$ cat src/rtl/noc_pkg.sv
// Shared definitions for the NoC network-interface injector: flit layout,
// type encodings, VC count and the injector FSM state set.
package noc_pkg;

   localparam int unsigned FLIT_W    = 68;
   localparam int unsigned PAYLOAD_W = 64;
   localparam int unsigned NUM_VC    = 2;
   localparam int unsigned NODE_W    = 4;
   localparam int unsigned LEN_W     = 5;

   localparam int unsigned F_VALID   = 0;
   localparam int unsigned F_VC      = 1;
   localparam int unsigned F_TYPE    = 2;
   localparam int unsigned F_PAYLOAD = 4;

   // Head-flit fields, as offsets inside the 64-bit payload
   localparam int unsigned HD_DEST = 0;
   localparam int unsigned HD_SRC  = 4;
   localparam int unsigned HD_LEN  = 8;

   typedef enum logic [1:0] {
      FLIT_BODY   = 2'b00,
      FLIT_HEAD   = 2'b01,
      FLIT_TAIL   = 2'b10,
      FLIT_SINGLE = 2'b11
   } flit_type_e;

   typedef enum logic [1:0] {
      ST_IDLE,
      ST_HEAD,
      ST_BODY
   } ni_state_e;

   function automatic logic [FLIT_W-1:0] make_flit(input logic vc,
                                                   input flit_type_e t,
                                                   input logic [PAYLOAD_W-1:0] payload);
      logic [FLIT_W-1:0] f;
      f                          = '0;
      f[F_VALID]                 = 1'b1;
      f[F_VC]                    = vc;
      f[F_TYPE +: 2]             = t;
      f[F_PAYLOAD +: PAYLOAD_W]  = payload;
      return f;
   endfunction

   function automatic logic [PAYLOAD_W-1:0] head_payload(input logic [NODE_W-1:0] dest,
                                                        input logic [NODE_W-1:0] src,
                                                        input logic [LEN_W-1:0]  len);
      logic [PAYLOAD_W-1:0] p;
      p                    = '0;
      p[HD_DEST +: NODE_W] = dest;
      p[HD_SRC  +: NODE_W] = src;
      p[HD_LEN  +: LEN_W]  = len;
      return p;
   endfunction

endpackage

$ cat src/rtl/noc_credit_counter.sv
// Per-VC credit counter: starts full, saturates at DEPTH, flags a return that
// arrives while already full (count left unchanged).
module noc_credit_counter #(
   parameter int unsigned DEPTH = 4,
   parameter int unsigned CNT_W = $clog2(DEPTH + 1)
) (
   input  logic             clk,
   input  logic             reset,
   input  logic             inc,
   input  logic             dec,
   output logic [CNT_W-1:0] count,
   output logic [CNT_W-1:0] count_nxt,
   output logic             avail,
   output logic             overflow
);

   always_comb begin
      count_nxt = count;
      overflow  = 1'b0;
      if (inc && !dec) begin
         if (count == CNT_W'(DEPTH)) overflow  = 1'b1;
         else                        count_nxt = count + CNT_W'(1);
      end else if (dec && !inc && count != '0) begin
         count_nxt = count - CNT_W'(1);
      end
   end

   always_ff @(posedge clk) begin
      if (reset) count <= CNT_W'(DEPTH);
      else       count <= count_nxt;
   end

   assign avail = (count != '0);

endmodule

$ cat src/rtl/noc_ni_tx.sv
// NoC injector: turns host packets into 68-bit flits with 2-VC credit flow control.
// Optional NI_TX_ERR_CHK_EN: credit return into a full counter also sets error.
module noc_ni_tx
   import noc_pkg::*;
#(
   parameter int unsigned BUF_DEPTH = 4,
   parameter int unsigned MAX_LEN   = 16
) (
   input  logic               clk,
   input  logic               reset,
   input  logic [NODE_W-1:0]  router_address,
   input  logic               pkt_valid,
   output logic               pkt_ready,
   input  logic [NODE_W-1:0]  pkt_dest,
   input  logic [LEN_W-1:0]   pkt_len,
   input  logic               word_valid,
   output logic               word_ready,
   input  logic [PAYLOAD_W-1:0] word_data,
   input  logic [NUM_VC-1:0]  flow_ctrl_in,
   output logic [FLIT_W-1:0]  channel_out,
   output logic               error
);

   localparam int unsigned CNT_W = $clog2(BUF_DEPTH + 1);

`ifdef NI_TX_ERR_CHK_EN
   localparam bit OVF_IS_ERR = 1'b1;
`else
   localparam bit OVF_IS_ERR = 1'b0;
`endif

   ni_state_e          state;
   logic               vc;
   logic [NODE_W-1:0]  dest_q;
   logic [LEN_W-1:0]   len_q;
   logic [LEN_W-1:0]   remaining;
   logic               bad_len_q;

   logic [NUM_VC-1:0]  cr_inc, cr_dec, cr_avail, cr_ovf;
   logic [CNT_W-1:0]   cr_count     [NUM_VC];
   logic [CNT_W-1:0]   cr_count_nxt [NUM_VC];

   logic pkt_fire, word_fire, head_fire, bad_len_in, pick_vc, any_avail_nxt, err_event;

   for (genvar g = 0; g < NUM_VC; g++) begin : g_credit
      noc_credit_counter #(
         .DEPTH (BUF_DEPTH),
         .CNT_W (CNT_W)
      ) u_credit (
         .clk       (clk),
         .reset     (reset),
         .inc       (cr_inc[g]),
         .dec       (cr_dec[g]),
         .count     (cr_count[g]),
         .count_nxt (cr_count_nxt[g]),
         .avail     (cr_avail[g]),
         .overflow  (cr_ovf[g])
      );
   end

   assign pkt_fire      = pkt_valid & pkt_ready;
   assign word_fire     = word_valid & word_ready;
   assign head_fire     = (state == ST_HEAD) & cr_avail[vc];
   assign bad_len_in    = (pkt_len == '0) || (32'(pkt_len) > MAX_LEN);
   assign pick_vc       = (cr_count[1] > cr_count[0]);
   assign any_avail_nxt = (cr_count_nxt[0] != '0) || (cr_count_nxt[1] != '0);
   assign err_event     = (pkt_fire & bad_len_in) | (OVF_IS_ERR & (|cr_ovf));
   assign cr_inc        = flow_ctrl_in;

   always_comb begin
      cr_dec = '0;
      if (head_fire || word_fire) cr_dec[vc] = 1'b1;
   end

   // Ready flags are registered from the counters' next values, so they match
   // what a combinational ready would show in the following cycle.
   always_ff @(posedge clk) begin
      if (reset) begin
         state       <= ST_IDLE;
         vc          <= 1'b0;
         dest_q      <= '0;
         len_q       <= '0;
         remaining   <= '0;
         bad_len_q   <= 1'b0;
         pkt_ready   <= 1'b0;
         word_ready  <= 1'b0;
         channel_out <= '0;
         error       <= 1'b0;
      end else begin
         channel_out <= '0;
         if (err_event) error <= 1'b1;
         case (state)
            ST_IDLE: begin
               pkt_ready <= any_avail_nxt;
               if (pkt_fire) begin
                  state     <= ST_HEAD;
                  pkt_ready <= 1'b0;
                  vc        <= pick_vc;
                  dest_q    <= pkt_dest;
                  len_q     <= pkt_len;
                  remaining <= pkt_len;
                  bad_len_q <= bad_len_in;
               end
            end
            ST_HEAD: begin
               if (head_fire) begin
                  channel_out <= make_flit(vc, bad_len_q ? FLIT_SINGLE : FLIT_HEAD,
                                           head_payload(dest_q, router_address, len_q));
                  if (bad_len_q) begin
                     state     <= ST_IDLE;
                     pkt_ready <= any_avail_nxt;
                  end else begin
                     state      <= ST_BODY;
                     word_ready <= (cr_count_nxt[vc] != '0);
                  end
               end
            end
            ST_BODY: begin
               word_ready <= (cr_count_nxt[vc] != '0);
               if (word_fire) begin
                  channel_out <= make_flit(vc, (remaining == 5'd1) ? FLIT_TAIL : FLIT_BODY,
                                           word_data);
                  remaining   <= remaining - 5'd1;
                  if (remaining == 5'd1) begin
                     state      <= ST_IDLE;
                     word_ready <= 1'b0;
                     pkt_ready  <= any_avail_nxt;
                  end
               end
            end
            default: state <= ST_IDLE;
         endcase
      end
   end

endmodule

$ cat config.mk
export PLATFORM = sky130hd
export DESIGN_NAME = noc_ni_tx
export DESIGN_NICKNAME = d
export VERILOG_FILES = /design/src/rtl/noc_pkg.sv /design/src/rtl/noc_credit_counter.sv /design/src/rtl/noc_ni_tx.sv
export SDC_FILE = /design/constraint.sdc
export NUM_CORES = 1
export LEC_CHECK = 0
export BUFFER_PORTS_ARGS = -buffer_cell sky130_fd_sc_hd__buf_4
export CORE_MARGIN = 5
export CORE_UTILIZATION = 51
export CTS_CLUSTER_DIAMETER = 200
export DETAILED_ROUTE_END_ITERATION = 10
export HOLD_SLACK_MARGIN = 0.02
export PLACE_DENSITY = 0.94
export SYNTH_ARGS = -nofsm -noshare
export SYNTH_HDL_FRONTEND = slang
export SYNTH_HIERARCHICAL = 1
export SYNTH_SLANG_ARGS = --single-unit
$ cat constraint.sdc
create_clock -name clk -period 3.7 [get_ports clk]
set_clock_uncertainty 0.05 [all_clocks]
set_input_delay 0.37 -clock clk [delete_from_list [all_inputs] [get_ports clk]]
set_output_delay 0.37 -clock clk [all_outputs]
set_load 0.03 [all_outputs]
Word level (Yosys, flattened, before mapping)
Cells that the tools add are included.
{ "word_totals": {"register_bits": 95, "input_bits": 83, "wordCells": 106, "output_inout_bits": 71} }
{ "classes": {"n_lt_le_gt_ge": 5, "eq_ne": 11, "addsub": 5, "bitwise": 5, "muxes": 39, "reduce_logical": 29} }
{ "ops": {"columns": ["op", "count"], "rows": [
  ["one-hot mux 68 bit (2 select lines)", 1],
  ["2-to-1 mux 68 bit", 1],
  ["2-to-1 mux 3 bit", 9],
  ["nonzero test 3 bit", 6],
  ["2-to-1 mux 17 bit", 1],
  ["2-to-1 mux 2 bit", 8],
  ["2-to-1 mux 1 bit", 12],
  ["!= test 2 bit (second input constant)", 6],
  ["2-to-1 mux 5 bit", 2],
  ["one-hot mux 5 bit (2 select lines)", 1],
  ["logical AND 1 bit", 7],
  ["adder 3 x 1 -> 3 bit (second input constant)", 2],
  ["equality test 3 bit (second input constant)", 2],
  ["one-hot mux 2 bit (3 select lines)", 1],
  ["AND reduction 3 bit", 2],
  ["subtractor 3 x 1 -> 3 bit (second input constant)", 2],
  ["equality test 5 x 1 -> 1 bit (second input constant)", 1],
  ["greater-than comparator 5 bit (second input constant)", 1],
  ["logical NOT 5 bit", 1],
  ["AND reduction 5 bit", 1],
  ["subtractor 5 x 1 -> 5 bit (second input constant)", 1],
  ["bitwise AND 1 bit", 4],
  ["logical NOT 1 bit", 4],
  ["AND reduction 4 bit", 1],
  ["other kinds (14)", 17]
]} }

Depth between registers and ports, before layout
{ "logic_depth": {"word_depth": 17, "depth_mapped": 14, "mapped_depth_nobuf": 13} }

By module
The synthesis kept the hierarchy.
{ "modules_own_cells": {"columns": ["mod", "instances", "area_per_inst_um2", "cells_per_inst"], "rows": [
  ["noc_ni_tx", 1, 3094.2, 306],
  ["noc_credit_counter", 2, 291.5, 34]
]} }

Worst setup path after synthesis
Ideal clock, no wire load.
{ "synth_path": {"path_kind": "register -> register", "from": "register g_credit[1].u_credit.count[0]", "to": "register pkt_ready", "synth_period_minus_slack_ns": 2.436, "setup_ns": 0.070, "t_arrival_ns": 2.315, "slack_ns": 1.264, "required_time_ns": 3.580, "stages_incl_launch_ff": 15, "path_buffers": 1, "cell_sequence": "dfxtp_1 inv_1 ha_1 nor2b_2 inv_1 nand2_1 a21boi_0 buf_2 xor2_1 a21oi_1 xnor2_1 nor3_1 o2bb2ai_1 or3_1 a21oi_1"} }
{ "synth_lines": {"columns": ["item", "line_no", "source"], "rows": [
  ["start: declaration", "noc_credit_counter.sv:11", "output logic [CNT_W-1:0] count,"],
  ["start signal: assignment", "noc_credit_counter.sv:29", "if (reset) count <= CNT_W'(DEPTH);"],
  ["start signal: assignment", "noc_credit_counter.sv:30", "else count <= count_nxt;"],
  ["end signal: assignment", "noc_ni_tx.sv:94", "pkt_ready <= any_avail_nxt;"],
  ["end signal: assignment", "noc_ni_tx.sv:111", "pkt_ready <= any_avail_nxt;"],
  ["end signal: assignment", "noc_ni_tx.sv:127", "pkt_ready <= any_avail_nxt;"],
  ["end: declaration", "noc_ni_tx.sv:13", "output logic pkt_ready,"]
]} }

==> impl_results.md <==
- Drt pass-1 iters: 4
- Layout Utilization: 0.7292
- Cells after synthesis: 372
- CTS tree: done
- CP Data Required Time: 3.94 ns
- PD cells: 548.4 mW/mm2
- Fin nets: 611
- Startpoint Class: flop
- Share of post-route cells with drive strength above 1: 0.3456
- Total Neg Setup Slack: 0 ns
- Switching Power: 957.0 uW
- Area grow syn2layout: 37.51%
- Clk buf depth: 2
- # resized after CTS: 0
- R2R cell count: 13
- Number of global-route vias before repair: 3207
- Antenna violations before repair: 0
- Arrival time at the worst endpoint: 3.30 ns
- Most used cell, CP: a21oi_1
- P_leak: 2.440 nW
- Period utilisation layout: 0.8265
- Setup WS pre-CTS: 0.7137 ns
- Worst Hold Depth: 2
- Largest net degree at the start of global routing: 55
- Fin. max-slew vios: 0
- Final setup viols: 0
- DR vias: 3309
- Max-cap violations: 0
- Hold buffers post-CTS: 0
- Clock-pin slew on the worst setup and hold paths: 0.10 ns
- Reg2reg end: pkt_ready$_SDFFE_PP0P_
- Crit path from: g_credit[0].u_credit/count[0]$_SDFF_PP0_
- Fin. Hold Viols: 0
- CTS H-tree depth: 3
- Unrepaired setup endpoints after global routing: false
- Clk sinks: 95
- Reg power frac: 0.433
- Final GP Congestion: 0.7990
- DIE AREA: 0.008976 mm2
- HP Class: in2reg
- Starting Density: 0.5303
- CP endpoint: pkt_ready$_SDFFE_PP0P_
- Die H: 94.74 um
- Final WS setup: 0.6419 ns
- CP Capture Type: flop
- Cell Chain, Critical Path: inv_1 -> ha_1 -> nor2b_2 -> inv_1 -> nand2_1 -> a21oi_1 -> xor2_1 -> a21oi_1 -> xnor2_1 -> nor3_1 -> o2bb2ai_1 -> or3_1 -> a21oi_1
- Yosys warns: 6
- Crit-path max FO: 9
- R2r startpoint: g_credit[0].u_credit/count[0]$_SDFF_PP0_
- Clock power frac: 0.258
- Clk_lat worst skew: 0.35 ns
- DRC violations left: 0
- Flop2flop setup slack: 0.64 ns
- Sw Share: 0.3465
- TritonCTS Buffers: 9
- Port Buf Inserts: 153
- Crit-path slowest cell: a21oi_1
- Setup Buffers After CTS: 0
- Die width: 94.74 um
- Worst vdd ir: 0.3130 mV
- Post-synthesis average cell area: 9.845 um2
- GRT Overall Usage: 0.2353
- Number of vias per cell: 5.389
- Mapped cell area: 0.003662 mm2
- FP Rows: 30
- Core area: 0.006907 mm2
- Antenna diodes: 0
- GR Overflow Total: 0
- P_int: 1.805 mW
- DPL Wire Length: 7.820 mm
- Crit path time final: 3.058 ns
- Worst path max stage delay: 0.60 ns
- Synthesized Nets: 470
- IO Pins: 154
- Slew HR: 0.3314
- WS Path Type: reg2reg
- Root buffer selected by CTS: clkbuf_8
- Outcome: complete, no violations
- Logic pwr share: 0.309
- DRT iter0 DRCs: 129
- Max Clock Freq: 327.0 MHz
- Routed WL per cell: 17.56 um
- First-pass GRT wire length: 16.16 mm
- Actual slew at the worst max-slew pin: 0.9992 ns
- Drt total wl: 10.78 mm
- Detail Route Antenna Nets: 0
[how the worst min path moves through the flow]
stage | startpoint | endpoint | slack [ns]
2_1_floorplan | dest_q[0]$_SDFFE_PP0P_ | dest_q[0]$_SDFFE_PP0P_ | 0.39
3_3_place_gp | len_q[4]$_SDFFE_PP0P_ | len_q[4]$_SDFFE_PP0P_ | 0.39
3_5_place_dp | len_q[4]$_SDFFE_PP0P_ | len_q[4]$_SDFFE_PP0P_ | 0.40
4_1_cts | router_address[0] | channel_out[8]$_SDFF_PP0_ | 0.15
5_1_grt | router_address[0] | channel_out[8]$_SDFF_PP0_ | 0.15
6_report | router_address[0] | channel_out[8]$_SDFF_PP0_ | 0.17
[registers in the layout, indices dropped and copies added, names as in the netlist]
name                     cells
error                        1
remaining                    5
len_q                        5
pkt_ready                    1
dest_q                       4
bad_len_q                    1
state                        2
channel_out                 68
word_ready                   1
g_credit.u_credit/count      6
vc                           1
[critical path, delay by kind of cell (launching register included)]
kind | cells | cell delay (ns)
xor gates and xnor gates | 2 | 0.29
DFF | 1 | 0.39
buffers and inverters | 2 | 0.20
AOI/OAI and AO/OA | 4 | 1.18
and+or+nand+nor | 4 | 0.63
adders and majority gates | 1 | 0.25
[area by class of cell]
cell class,instances,area [um2]
Clock buffer,9,123.9
Clock inverter,7,86.33
Fill cell,474,1871
Inverter,14,52.55
Multi-Input combinational cell,237,1580
Sequential cell,95,1902
Tap cell,96,120.1
Timing Repair Buffer,156,1171
[metrics by stage]
step | instance area, um2 | power, mW | std cells | hold WS, ns
detailed placement | 4826 | 2.055 | 598 | 0.3990
finish | 5036 | 2.762 | 614 | 0.1651
global placement | 4826 | 1.998 | 598 | 0.3913
global route | 5036 | 2.924 | 614 | 0.1458
CTS | 5036 | 2.758 | 614 | 0.1460
floorplan | 3662 | 1.817 | 372 | 0.3860
[per-layer routing]
layer,share of wire,GRT usage,up-vias
met2,0.54,0.4322,150
li1,-,-,1584
met3,0.088,0.07251,18
met4,0.020,0.07452,0
met5,0,0,-
met1,0.35,0.2565,1557
[power groups by stage]
stage,clock network [mW],registers [mW],logic [mW]
6_report,0.713,1.19,0.854
5_1_grt,0.771,1.21,0.945
4_1_cts,0.722,1.19,0.845
3_5_place_dp,0,1.22,0.840
3_3_place_gp,0,1.21,0.793
2_1_floorplan,0,1.22,0.592
[placed cells by master, fill, tap and decap left out, types with 9 or more instances in the layout]
cell type    n
nor2_1      14
ha_1        15
nor2b_1      9
nand2_1     29
and3_1      53
a21oi_1     22
buf_4      156
o21ai_0     12
clkbuf_8     9
dfxtp_1     95
inv_1       14
a22o_1      15
Note: power is estimated with default switching activity, not from simulation.
